**src/rtl/flopoco_sp_pkg.sv**
```systemverilog
// Shared definitions for the FloPoCo -> IEEE-754 binary32 converter.
// Contents:
//   exn_e          : FloPoCo exception field encodings
//   QNAN, EXP_MAX  : IEEE binary32 constants used by the packer
//   flopoco_word_t : field view of a 34-bit FloPoCo single-precision word
//   event_flags_t  : per-word event flags carried down the pipeline
//   s1/s2 payloads : register contents of the two pipeline stages
//   classify()     : derives event flags from exn/exponent
//   pack_ieee()    : maps a FloPoCo word onto an IEEE binary32 word
package flopoco_sp_pkg;

    typedef enum logic [1:0] {
        EXN_ZERO   = 2'b00,
        EXN_NORMAL = 2'b01,
        EXN_INF    = 2'b10,
        EXN_NAN    = 2'b11
    } exn_e;

    localparam logic [31:0] QNAN    = 32'h7FC0_0000;
    localparam logic [7:0]  EXP_MAX = 8'hFF;
    localparam logic [7:0]  EXP_MIN = 8'h00;

    typedef struct packed {
        exn_e        exn;
        logic        sign;
        logic [7:0]  exponent;
        logic [22:0] fraction;
    } flopoco_word_t;

    typedef struct packed {
        logic nan;
        logic inf;
        logic ovf;
        logic unf;
    } event_flags_t;

    typedef struct packed {
        flopoco_word_t word;
        event_flags_t  ev;
    } s1_payload_t;

    typedef struct packed {
        logic [31:0]  ieee;
        event_flags_t ev;
    } s2_payload_t;

    // A "normal" FloPoCo word whose exponent sits on either IEEE reserved
    // code cannot be represented as a normal binary32 value: exponent 0 is
    // flushed (underflow), exponent 255 saturates to infinity (overflow).
    function automatic event_flags_t classify(input exn_e exn, input logic [7:0] exponent);
        event_flags_t f;
        f.nan = (exn == EXN_NAN);
        f.inf = (exn == EXN_INF);
        f.ovf = (exn == EXN_NORMAL) && (exponent == EXP_MAX);
        f.unf = (exn == EXN_NORMAL) && (exponent == EXP_MIN);
        return f;
    endfunction

    function automatic logic [31:0] pack_ieee(input flopoco_word_t w);
        logic [31:0] r;
        r = QNAN;
        case (w.exn)
            EXN_ZERO: r = {w.sign, 31'h0000_0000};
            EXN_NORMAL: begin
                if (w.exponent == EXP_MIN) begin
                    r = {w.sign, 31'h0000_0000};
                end else if (w.exponent == EXP_MAX) begin
                    r = {w.sign, EXP_MAX, 23'h00_0000};
                end else begin
                    r = {w.sign, w.exponent, w.fraction};
                end
            end
            EXN_INF: r = {w.sign, EXP_MAX, 23'h00_0000};
            // NaN payload and sign are not preserved: always the canonical quiet NaN.
            EXN_NAN: r = QNAN;
            default: r = QNAN;
        endcase
        return r;
    endfunction

endpackage

```
**src/rtl/fp_pipe_stage.sv**
```systemverilog
// One elastic valid/ready register slice.
// Ports:
//   clk, rst            : clock, asynchronous active-high reset
//   ce                  : clock enable; with ce=0 the slice holds and nothing loads
//   in_valid/in_ready   : upstream handshake, in_data payload (W bits)
//   out_valid/out_ready : downstream handshake, out_data payload (W bits)
// The slice loads whenever it is empty or its content is leaving this cycle,
// so in_ready is a function of local state and out_ready only.
module fp_pipe_stage #(
    parameter int W = 32
) (
    input  logic         clk,
    input  logic         rst,
    input  logic         ce,
    input  logic         in_valid,
    output logic         in_ready,
    input  logic [W-1:0] in_data,
    output logic         out_valid,
    input  logic         out_ready,
    output logic [W-1:0] out_data
);

    logic         valid_r;
    logic [W-1:0] data_r;
    logic         load_s;

    assign in_ready  = !valid_r || out_ready;
    assign load_s    = ce && in_ready;
    assign out_valid = valid_r;
    assign out_data  = data_r;

    // Slice register: refill (or empty) when loading, otherwise hold.
    always_ff @(posedge clk or posedge rst) begin
        if (rst) begin
            valid_r <= 1'b0;
            data_r  <= {W{1'b0}};
        end else if (load_s) begin
            valid_r <= in_valid;
            if (in_valid) begin
                data_r <= in_data;
            end
        end
    end

endmodule

```
**src/rtl/flopoco_to_ieee_sp.sv**
```systemverilog
// FloPoCo single-precision to IEEE-754 binary32 converter, two-stage
// elastic pipeline with saturating event counters.
// Ports:
//   clk, rst             : clock, asynchronous active-high reset
//   ce                   : clock enable for all state and handshakes
//   in_valid/in_ready, X : input stream of 34-bit FloPoCo words
//   out_valid/out_ready  : output handshake, R_ieee binary32 result
//   clr_cnt              : synchronous counter clear (needs ce=1)
//   cnt_nan/inf/ovf/unf  : saturating counts of emitted words per event
// Stage 1 registers the word with its event flags, stage 2 registers the
// packed IEEE word; counters step when a word leaves stage 2.
module flopoco_to_ieee_sp
    import flopoco_sp_pkg::*;
#(
    parameter int CNT_W = 16
) (
    input  logic             clk,
    input  logic             rst,
    input  logic             ce,
    input  logic             in_valid,
    output logic             in_ready,
    input  logic [33:0]      X,
    output logic             out_valid,
    input  logic             out_ready,
    output logic [31:0]      R_ieee,
    input  logic             clr_cnt,
    output logic [CNT_W-1:0] cnt_nan,
    output logic [CNT_W-1:0] cnt_inf,
    output logic [CNT_W-1:0] cnt_ovf,
    output logic [CNT_W-1:0] cnt_unf
);

    localparam logic [CNT_W-1:0] CNT_MAX = {CNT_W{1'b1}};
    localparam logic [CNT_W-1:0] CNT_ONE = {{(CNT_W-1){1'b0}}, 1'b1};
    localparam logic [CNT_W-1:0] CNT_ZERO = {CNT_W{1'b0}};

    flopoco_word_t    x_s;
    s1_payload_t      s1_in_s;
    s1_payload_t      s1_out_s;
    s2_payload_t      s2_in_s;
    s2_payload_t      s2_out_s;
    logic             s1_valid_s;
    logic             s2_ready_s;
    logic             xfer_out_s;
    logic [CNT_W-1:0] cnt_nan_r;
    logic [CNT_W-1:0] cnt_inf_r;
    logic [CNT_W-1:0] cnt_ovf_r;
    logic [CNT_W-1:0] cnt_unf_r;

    assign x_s     = flopoco_word_t'(X);
    assign s1_in_s = {x_s, classify(x_s.exn, x_s.exponent)};
    assign s2_in_s = {pack_ieee(s1_out_s.word), s1_out_s.ev};

    fp_pipe_stage #(.W($bits(s1_payload_t))) u_s1 (
        .clk       (clk),
        .rst       (rst),
        .ce        (ce),
        .in_valid  (in_valid),
        .in_ready  (in_ready),
        .in_data   (s1_in_s),
        .out_valid (s1_valid_s),
        .out_ready (s2_ready_s),
        .out_data  (s1_out_s)
    );

    fp_pipe_stage #(.W($bits(s2_payload_t))) u_s2 (
        .clk       (clk),
        .rst       (rst),
        .ce        (ce),
        .in_valid  (s1_valid_s),
        .in_ready  (s2_ready_s),
        .in_data   (s2_in_s),
        .out_valid (out_valid),
        .out_ready (out_ready),
        .out_data  (s2_out_s)
    );

    assign R_ieee     = s2_out_s.ieee;
    assign xfer_out_s = ce && out_valid && out_ready;

    function automatic logic [CNT_W-1:0] sat_inc(input logic [CNT_W-1:0] c, input logic hit);
        if (hit && (c != CNT_MAX)) begin
            return c + CNT_ONE;
        end else begin
            return c;
        end
    endfunction

    // Event counters: clear has priority over a same-cycle increment.
    always_ff @(posedge clk or posedge rst) begin
        if (rst) begin
            cnt_nan_r <= CNT_ZERO;
            cnt_inf_r <= CNT_ZERO;
            cnt_ovf_r <= CNT_ZERO;
            cnt_unf_r <= CNT_ZERO;
        end else if (ce) begin
            if (clr_cnt) begin
                cnt_nan_r <= CNT_ZERO;
                cnt_inf_r <= CNT_ZERO;
                cnt_ovf_r <= CNT_ZERO;
                cnt_unf_r <= CNT_ZERO;
            end else begin
                cnt_nan_r <= sat_inc(cnt_nan_r, xfer_out_s && s2_out_s.ev.nan);
                cnt_inf_r <= sat_inc(cnt_inf_r, xfer_out_s && s2_out_s.ev.inf);
                cnt_ovf_r <= sat_inc(cnt_ovf_r, xfer_out_s && s2_out_s.ev.ovf);
                cnt_unf_r <= sat_inc(cnt_unf_r, xfer_out_s && s2_out_s.ev.unf);
            end
        end
    end

    assign cnt_nan = cnt_nan_r;
    assign cnt_inf = cnt_inf_r;
    assign cnt_ovf = cnt_ovf_r;
    assign cnt_unf = cnt_unf_r;

endmodule

```
**config.mk**
```make
export PLATFORM = sky130hd
export DESIGN_NAME = flopoco_to_ieee_sp
export DESIGN_NICKNAME = d
export VERILOG_FILES = /design/src/rtl/flopoco_sp_pkg.sv /design/src/rtl/fp_pipe_stage.sv /design/src/rtl/flopoco_to_ieee_sp.sv
export SDC_FILE = /design/constraint.sdc
export NUM_CORES = 1
export LEC_CHECK = 0
export CORE_MARGIN = 2
export CORE_UTILIZATION = 53
export DETAILED_ROUTE_END_ITERATION = 16
export GPL_TIMING_DRIVEN = 0
export PLACE_DENSITY_LB_ADDON = 0.05
export SLEW_MARGIN = 15
export SYNTH_ARGS = -nofsm -noshare
export SYNTH_HDL_FRONTEND = slang
export SYNTH_SLANG_ARGS = --single-unit
```
**constraint.sdc**
```tcl
create_clock -name clk -period 5.4 [get_ports clk]
set_input_delay 0.81 -clock clk [delete_from_list [all_inputs] [get_ports clk]]
set_output_delay 0.81 -clock clk [all_outputs]
set_load 0.05 [all_outputs]
```
## Word level (Yosys, flattened, before mapping)

Index checks and enable logic that the tools add are counted.

- Memory bits (read-only): 0
- Output and inout port bits: 98
- Memory bits (writable): 0
- Register bits after elaboration: 140
- Latch bits: 0
- Memories: 0

- Order comparisons: 0
- Muxes and demuxes: 11
- Eq/ne operators: 12
- Multipliers: 0
- Divide/modulo/power cells: 0
- Reduce and logical (&&, ||, !) cells: 31
- Bitwise operators: 0
- Add/subtract/negate cells: 4
- Shift-type cells: 0

Operator list:

| kind | number |
|---|---|
| $mux 16 | 8 |
| $pmux 32 s4 | 1 |
| $add 16x1->16 const B | 4 |
| $ne 16x16->1 const B | 4 |
| $mux 31 | 2 |
| $eq 8x8->1 const B | 2 |
| $logic_not 8->1 | 2 |
| $logic_and 1x1->1 | 14 |
| $reduce_and 2->1 | 6 |
| $eq 2x2->1 const B | 4 |
| $reduce_bool 2->1 | 4 |
| $eq 2x1->1 const B | 2 |
| $logic_not 1->1 | 2 |
| $logic_not 2->1 | 1 |
| $logic_or 1x1->1 | 2 |

## Logic depth before layout (Yosys ltp)

Gate-level depths: netlist (run 1).

- Depth in word-level cells: 6
- Depth in mapped cells: 7

## Modules after synthesis

From an unflattened synthesis (run 1), not the netlist that was laid out.

- Cells, all modules: 646
- Area total of the unflattened synthesis: 7211.9 um^2

Modules (own cells, without submodules):

| module | cells each | area each (um^2) | seq. area each (um^2) | times used |
|---|---|---|---|---|
| flopoco_to_ieee_sp | 478 | 4078.9 | 1601.5 | 1 |
| fp_pipe_stage at u_s1 | 86 | 1576.5 | 975.9 | 1 |
| fp_pipe_stage at u_s2 | 82 | 1556.5 | 925.9 | 1 |

## Least setup slack after synthesis (run 1)

Ideal clock, no wire load.

- Kind: input port to output port
- Start: input out_ready
- End: output in_ready
- Buffers on the path: 1
- Data required time: 4590 ps
- Stages on the path: 3
- Path slack: 3140 ps
- Arrival time: 1450 ps
- Cell sequence: buf_2 -> nor2b_1 -> nand2_1

- Cells in the longest elaborated chain, start to end: 2

RTL lines:

| item | RTL line | text |
|---|---|---|
| from (decl) | flopoco_to_ieee_sp.sv:24 | `input logic out_ready,` |
| $logic_or 1x1->1 (2 in series) | fp_pipe_stage.sv:27 | `assign in_ready = !valid_r \|\| out_ready;` |
| to (decl) | flopoco_to_ieee_sp.sv:21 | `output logic in_ready,` |

Every way passes these cells.

## Worst setup path in the final report (run 1)

- Start: input ce
- End: register cnt_inf_r[7] (netlist: cnt_inf[7])

- Cells in the longest elaborated chain, start to end: 6

RTL lines:

| item | RTL line | text |
|---|---|---|
| from (decl) | flopoco_to_ieee_sp.sv:19 | `input logic ce,` |
| $logic_and 1x1->1 (2 in series) | flopoco_to_ieee_sp.sv:79 | `assign xfer_out_s = ce && out_valid && out_ready;` |
| $logic_and 1x1->1 | flopoco_to_ieee_sp.sv:104 | `cnt_inf_r <= sat_inc(cnt_inf_r, xfer_out_s && s2_out_s.ev.inf);` |
| $logic_and 1x1->1 | flopoco_to_ieee_sp.sv:82 | `if (hit && (c != CNT_MAX)) begin` |
| $reduce_bool 2->1 (no line) | -- |  |
| $reduce_and 2->1 (no line) * | -- |  |
| to (signal assigned) | flopoco_to_ieee_sp.sv:104 |  |
| to (decl) | flopoco_to_ieee_sp.sv:46 | `logic [CNT_W-1:0] cnt_inf_r;` |

Mark *: on every way between the ends. The rest lies on a longest branch, timed or not.
A chain may end at the register's enable or synchronous reset.

==> flow_summary_export.csv, run 1 <==
group,metric,value,unit
synth,synth_edf_count,0,
routing,routed_wl,20400,um
flow_run,maxCapViolations,0,
worst_setup_path,cp-start-kind,"input port",
synth,ys.flop_type,"dfrtp_1",
pwr,p_sw_share,31.4,%
hold_path,min_path_type,"reg -> reg",
floorplan,start_util,53.5,%
floorplan,dieWidth,122,um
layout,nNetsFinal,923,
synth,synth_warnings,0,
worst_setup_path,r2r-end,"cnt_ovf[1]$_DFFE_PP0P_",
clock_network,clock-sinks,140,
floorplan,rows,43,
synth,synthTopCellsByArea,"dfrtp_1 48%, mux2_2 4.1%, nand2_1 3.9%",
pwr,p_int,2.32,mW
clock_network,cts_hold_buf,0,
placement,gp_congestion,0.896,
pwr,p_switching,1.06,mW
timing,maxSlewHeadroom,48.1,%
worst_setup_path,reg2reg_from,"cnt_ovf[0]$_DFFE_PP0P_",
layout,area_delta_synth_final,30.7,%
floorplan,io_pins,138,
clock_network,ctsResizeCount,0,
worst_setup_path,critical_path_required,5.67,ns
clock_network,post_cts_buffers,0,
synth,syn_area,0.00734,sq mm
routing,firstDrtPassIters,5,
clock_network,cts_max_level,4,
routing,vias_per_cell,6.34,
timing,hold_violations,0,
hold_path,worstHoldPathCells,2,
layout,fillers,1086,
timing,fmax,0.340,GHz
layout,final_area,0.00960,sq mm
global_route,grt_max_degree,76,
pwr,seqPwrFrac,38.0,%
worst_setup_path,cp_max_fo,10,
worst_setup_path,path_class,"in -> reg",
run_status,run_status,"finished clean",
worst_setup_path,worst-r2r-cell-count,6,
routing,drc_errors,0,
synth,synthDistinctLibCells,67,
timing,holdWs,0.479,ns
placement,dpl.hpwl,14300,um
global_route,antenna_found_initial,0,
synth,netlist_top_cells_count,"140 x dfrtp_1, 76 x nand2_1, 34 x nand3_1",
global_route,grt_pass1_wl,33100,um
clock_network,clock_latency,0.42,ns
clock_network,clk_pin_slew,0.06,ns
timing,tightest_slew,0.772,ns
synth,synth_top_area_cell,"dfrtp_1",
layout,final_util,69.9,%
pwr,p_per_area,352,mW/mm^2
worst_setup_path,arrival,3.21,ns
synth,yosysTopAreaCellShare,47.7,%
timing,finalSetupViolCount,0,
timing,period_needed,2.94,ns
pwr,peakVddDrop,0.344,mV
synth,synthCells,724,
synth,synth.yosys.seq_area_share,47.7,%
timing,fin_ws,2.46,ns
pwr,p_comb_share,24.5,%
pwr,leakagePower,3.93,nW
clock_network,clk_path_buf_depth,2,
timing,fin_crit_sh,54.5,%
floorplan,coreArea,0.0137,sq mm
clock_network,cts_tree,"built",
global_route,grt-ovfl-total,0,
worst_setup_path,reg2reg_slack,3.11,ns
floorplan,die_y,122,um
pwr,clock_power_share,37.5,%
timing,rsz0062_at_grt,"false",
synth,synth.most_common_cell,"dfrtp_1",
hold_path,min_from,"u_s2.out_data[30]$_DFFE_PP0P_",
synth,avgSynthCellArea,10.1,sq um
floorplan,dieArea,0.0148,sq mm
clock_network,cts_inserted_buffers,17,
synth,synth.net_count,768,
routing,ant_nets,0,
placement,portBuffers,135,
placement,placed_cell_area,0.00895,sq mm
global_route,grt_pass1_vias,6559,
layout,drive_gt1_share,12.9,%
routing,wl_per_cell,19.0,um
global_route,globalRouteTotalUtil,28.4,%
synth,synth.ff_latch_count,140,
layout,diodes,0,
worst_setup_path,end_kind,"flip-flop",
timing,setup_tns,0,ns
routing,drtIter0Drc,616,
timing,slew_viol_final,0,
placement,post-place-ws,2.10,ns
synth,synthArstFlopShare,100,%
timing,fin_skew,0.0134,ns
hold_path,holdPathEnd,"u_s2.out_data[30]$_DFFE_PP0P_",
routing,vias,6797,
clock_network,cts_root_buf,"clkbuf_16",
## critical path, cell delays in order
cell and delay (ns):
clkdlybuf4s50_1 0.52, buf_2 0.27, nand2b_1 0.36, buf_2 0.33, buf_1 0.53, nor2_1 0.09
o2111ai_1 0.13, o221ai_1 0.16
## cell families (layout without fill, tap and decap cells)
group           after synthesis  in the layout  synth area share, %
compound gates              178            178                 18.7
buf+inv                     100            268                 7.07
flops                       140            140                 47.7
fa+ha+maj                     4              4                0.682
xor+xnor                      1              1                0.119
mux                          39             39                 5.95
simple gates                262            262                 19.8
## power groups by stage
stage / combinational (mW) / clock, mW / sequential, mW
final: 0.828 / 1.27 / 1.28
after global routing: 0.880 / 1.31 / 1.30
after CTS: 0.834 / 1.27 / 1.28
after detailed placement: 0.829 / 0 / 1.30
after global placement: 0.811 / 0 / 1.29
after floorplan: 0.504 / 0 / 1.35
## per-stage QoR
step	power (mW)	std cells
CTS	3.39	1072
detailed placement	2.13	1040
global route	3.50	1072
floorplan	1.85	724
global placement	2.10	1039
finish	3.38	1072
## cell type report
type                       instances  area, sq um  area share (%)
clock buffer                      20          457            4.76
timing repair buffer             136         1380            14.4
buffer                            78          437            4.55
sequential                       140         3500            36.5
multi-input combinational        484         3320            34.6
inverter                          22         90.1           0.939
clock inverter                    12          184            1.92
tap                              180          225            2.35
## routing by layer
metal  GRT usage (%)  vias to the layer above  routed length (um)
met5               0                        -                   0
met4            11.9                        0                 533
met3            7.30                       59                1510
met2            47.1                      309               10100
met1            35.4                     3354                8260
li1                -                     3075                   -
## state kept, by name, summed over array words and instances (netlist names)
signal / flops
cnt_nan: 16
u_s2.out_data: 36
u_s2.out_valid: 1
u_s1.out_data: 38
cnt_inf: 16
cnt_unf: 16
u_s1.out_valid: 1
cnt_ovf: 16
## worst max-delay path by stage
stage	startpoint	endpoint	cells after the start
global placement	rst	cnt_unf[7]$_DFFE_PP0P_	2
finish	ce	cnt_inf[7]$_DFFE_PP0P_	8
CTS	u_s2.out_valid$_DFFE_PP0P_	in_ready	4
global route	u_s2.out_valid$_DFFE_PP0P_	in_ready	4
detailed placement	ce	cnt_inf[7]$_DFFE_PP0P_	8
floorplan	rst	cnt_inf[0]$_DFFE_PP0P_	1
## cells in the final DEF (no fill, tap or decap), drive strengths merged, types with 14 or more instances in the layout
master / instances
and3: 14
a22o: 24
nand3: 34
buf: 50
nand2: 76
inv: 25
a21oi: 23
o21ai: 22
nor2: 23
mux2: 37
and4: 20
clkdlybuf4s50: 135
o311ai: 31
dfrtp: 140
clkbuf: 49
nand4: 31
Note: power is estimated with default switching activity, not from simulation.
==> run 2: changes to the inputs <==
- CORE_UTILIZATION: 53 -> 48
- clock period: 5.4 -> 2.6 ns (I/O delays scaled with it)
==> flow_summary_export.csv, run 2 (synthesis results as in run 1) <==
group,metric,value,unit
run_status,run_status,"finished clean",
worst_setup_path,cp-start-kind,"input port",
routing,vias,6707,
timing,period_needed,2.50,ns
global_route,grt-ovfl-total,0,
timing,fin_ws,0.105,ns
clock_network,cts_max_level,4,
routing,firstDrtPassIters,5,
routing,routed_wl,20400,um
floorplan,dieWidth,128,um
floorplan,io_pins,138,
routing,drc_errors,0,
global_route,antenna_found_initial,0,
worst_setup_path,reg2reg_from,"cnt_ovf[0]$_DFFE_PP0P_",
placement,gp_congestion,0.918,
pwr,leakagePower,3.93,nW
floorplan,coreArea,0.0151,sq mm
timing,maxSlewHeadroom,47.4,%
layout,drive_gt1_share,13.3,%
timing,holdWs,0.306,ns
floorplan,rows,45,
worst_setup_path,path_class,"in -> reg",
routing,ant_nets,0,
pwr,p_total,6.74,mW
timing,fin_crit_sh,96.0,%
pwr,p_per_area,703,mW/mm^2
worst_setup_path,end_kind,"flip-flop",
layout,final_cell_mix,"140 x dfrtp_1, 135 x clkdlybuf4s50_1, 76 x nand2_1",
timing,fmax,0.401,GHz
clock_network,cts_hold_buf,0,
layout,area_delta_synth_final,30.5,%
flow_run,maxCapViolations,0,
floorplan,die_y,128,um
clock_network,clock_latency,0.43,ns
layout,largest_register_ffs,38,
layout,diodes,0,
hold_path,min_path_type,"in -> async",
worst_setup_path,arrival,2.77,ns
global_route,grt_pass1_vias,6566,
routing,vias_per_cell,6.19,
clock_network,clk_path_buf_depth,2,
pwr,peakVddDrop,0.505,mV
timing,finalSetupViolCount,0,
clock_network,clk_pin_slew,0.06,ns
timing,tightest_slew,0.782,ns
timing,rsz0062_at_grt,"false",
global_route,grt_pass1_wl,33600,um
clock_network,cts_tree,"built",
floorplan,dieArea,0.0163,sq mm
timing,slew_viol_final,0,
clock_network,ctsResizeCount,0,
timing,hold_violations,0,
timing,fin_skew,0.0145,ns
worst_setup_path,reg2reg_slack,0.35,ns
worst_setup_path,critical_path_required,2.88,ns
placement,portBuffers,135,
routing,drtIter0Drc,524,
clock_network,post_cts_buffers,0,
placement,dpl.hpwl,14500,um
floorplan,start_util,48.7,%
clock_network,clock-sinks,140,
layout,final_common_cell,"dfrtp_1",
worst_setup_path,worst-r2r-cell-count,6,
layout,nNetsFinal,926,
worst_setup_path,cp_max_fo,10,
clock_network,cts_inserted_buffers,17,
routing,wl_per_cell,18.8,um
worst_setup_path,r2r-end,"cnt_ovf[1]$_DFFE_PP0P_",
global_route,globalRouteTotalUtil,25.9,%
clock_network,cts_root_buf,"clkbuf_16",
placement,post-place-ws,-0.259,ns
global_route,grt_max_degree,37,
run 2: how the worst max path moves through the flow:
stage,from,endpoint,cells after the start
2_1_floorplan,cnt_unf[0]$_DFFE_PP0P_,cnt_unf[1]$_DFFE_PP0P_,5
3_3_place_gp,rst,cnt_inf[11]$_DFFE_PP0P_,2
3_5_place_dp,ce,cnt_inf[6]$_DFFE_PP0P_,8
4_1_cts,u_s2.out_valid$_DFFE_PP0P_,in_ready,4
5_1_grt,ce,cnt_inf[6]$_DFFE_PP0P_,8
6_report,ce,cnt_inf[7]$_DFFE_PP0P_,8
run 2: layout make-up:
class / instances / area, sq um
clock buffers: 17 / 425
repair buffers: 139 / 1430
multi-input cells: 484 / 3320
clock inverters: 15 / 145
well taps: 188 / 235
inverters: 22 / 86.3
plain buffers: 78 / 437
flip-flops and latches: 140 / 3500
fillers: 1277 / 5510
run 2: worst max-delay path: stages:
cell and delay, ns:
clkdlybuf4s50_1 0.52, buf_2 0.27, nand2b_1 0.34, buf_2 0.35, buf_1 0.53, nor2_1 0.08
o2111ai_1 0.13, o221ai_1 0.15
run 2: layer usage:
layer	wire, um	GRT usage [%]	vias to the layer above
met3	1350	6.26	30
li1	-	-	3113
met5	0	0	-
met4	422	8.92	0
met2	9880	42.8	247
met1	8720	33.6	3317
run 2: per-stage QoR:
step / utilization (%) / instance area (sq um) / setup TNS, ns / cells
2_1_floorplan: - / 7350 / 0 / 724
3_3_place_gp: 59.2 / 8930 / -114.72 / 1047
4_1_cts: 63.5 / 9580 / 0 / 1083
5_1_grt: 63.5 / 9580 / 0 / 1083
3_5_place_dp: 59.7 / 9010 / -4.81 / 1051
6_report: 63.5 / 9580 / 0 / 1083
run 2: power by group:
group	internal (mW)	switching (mW)
Combinational	0.693	1.03
Clock	1.27	1.08
Sequential	2.45	0.212
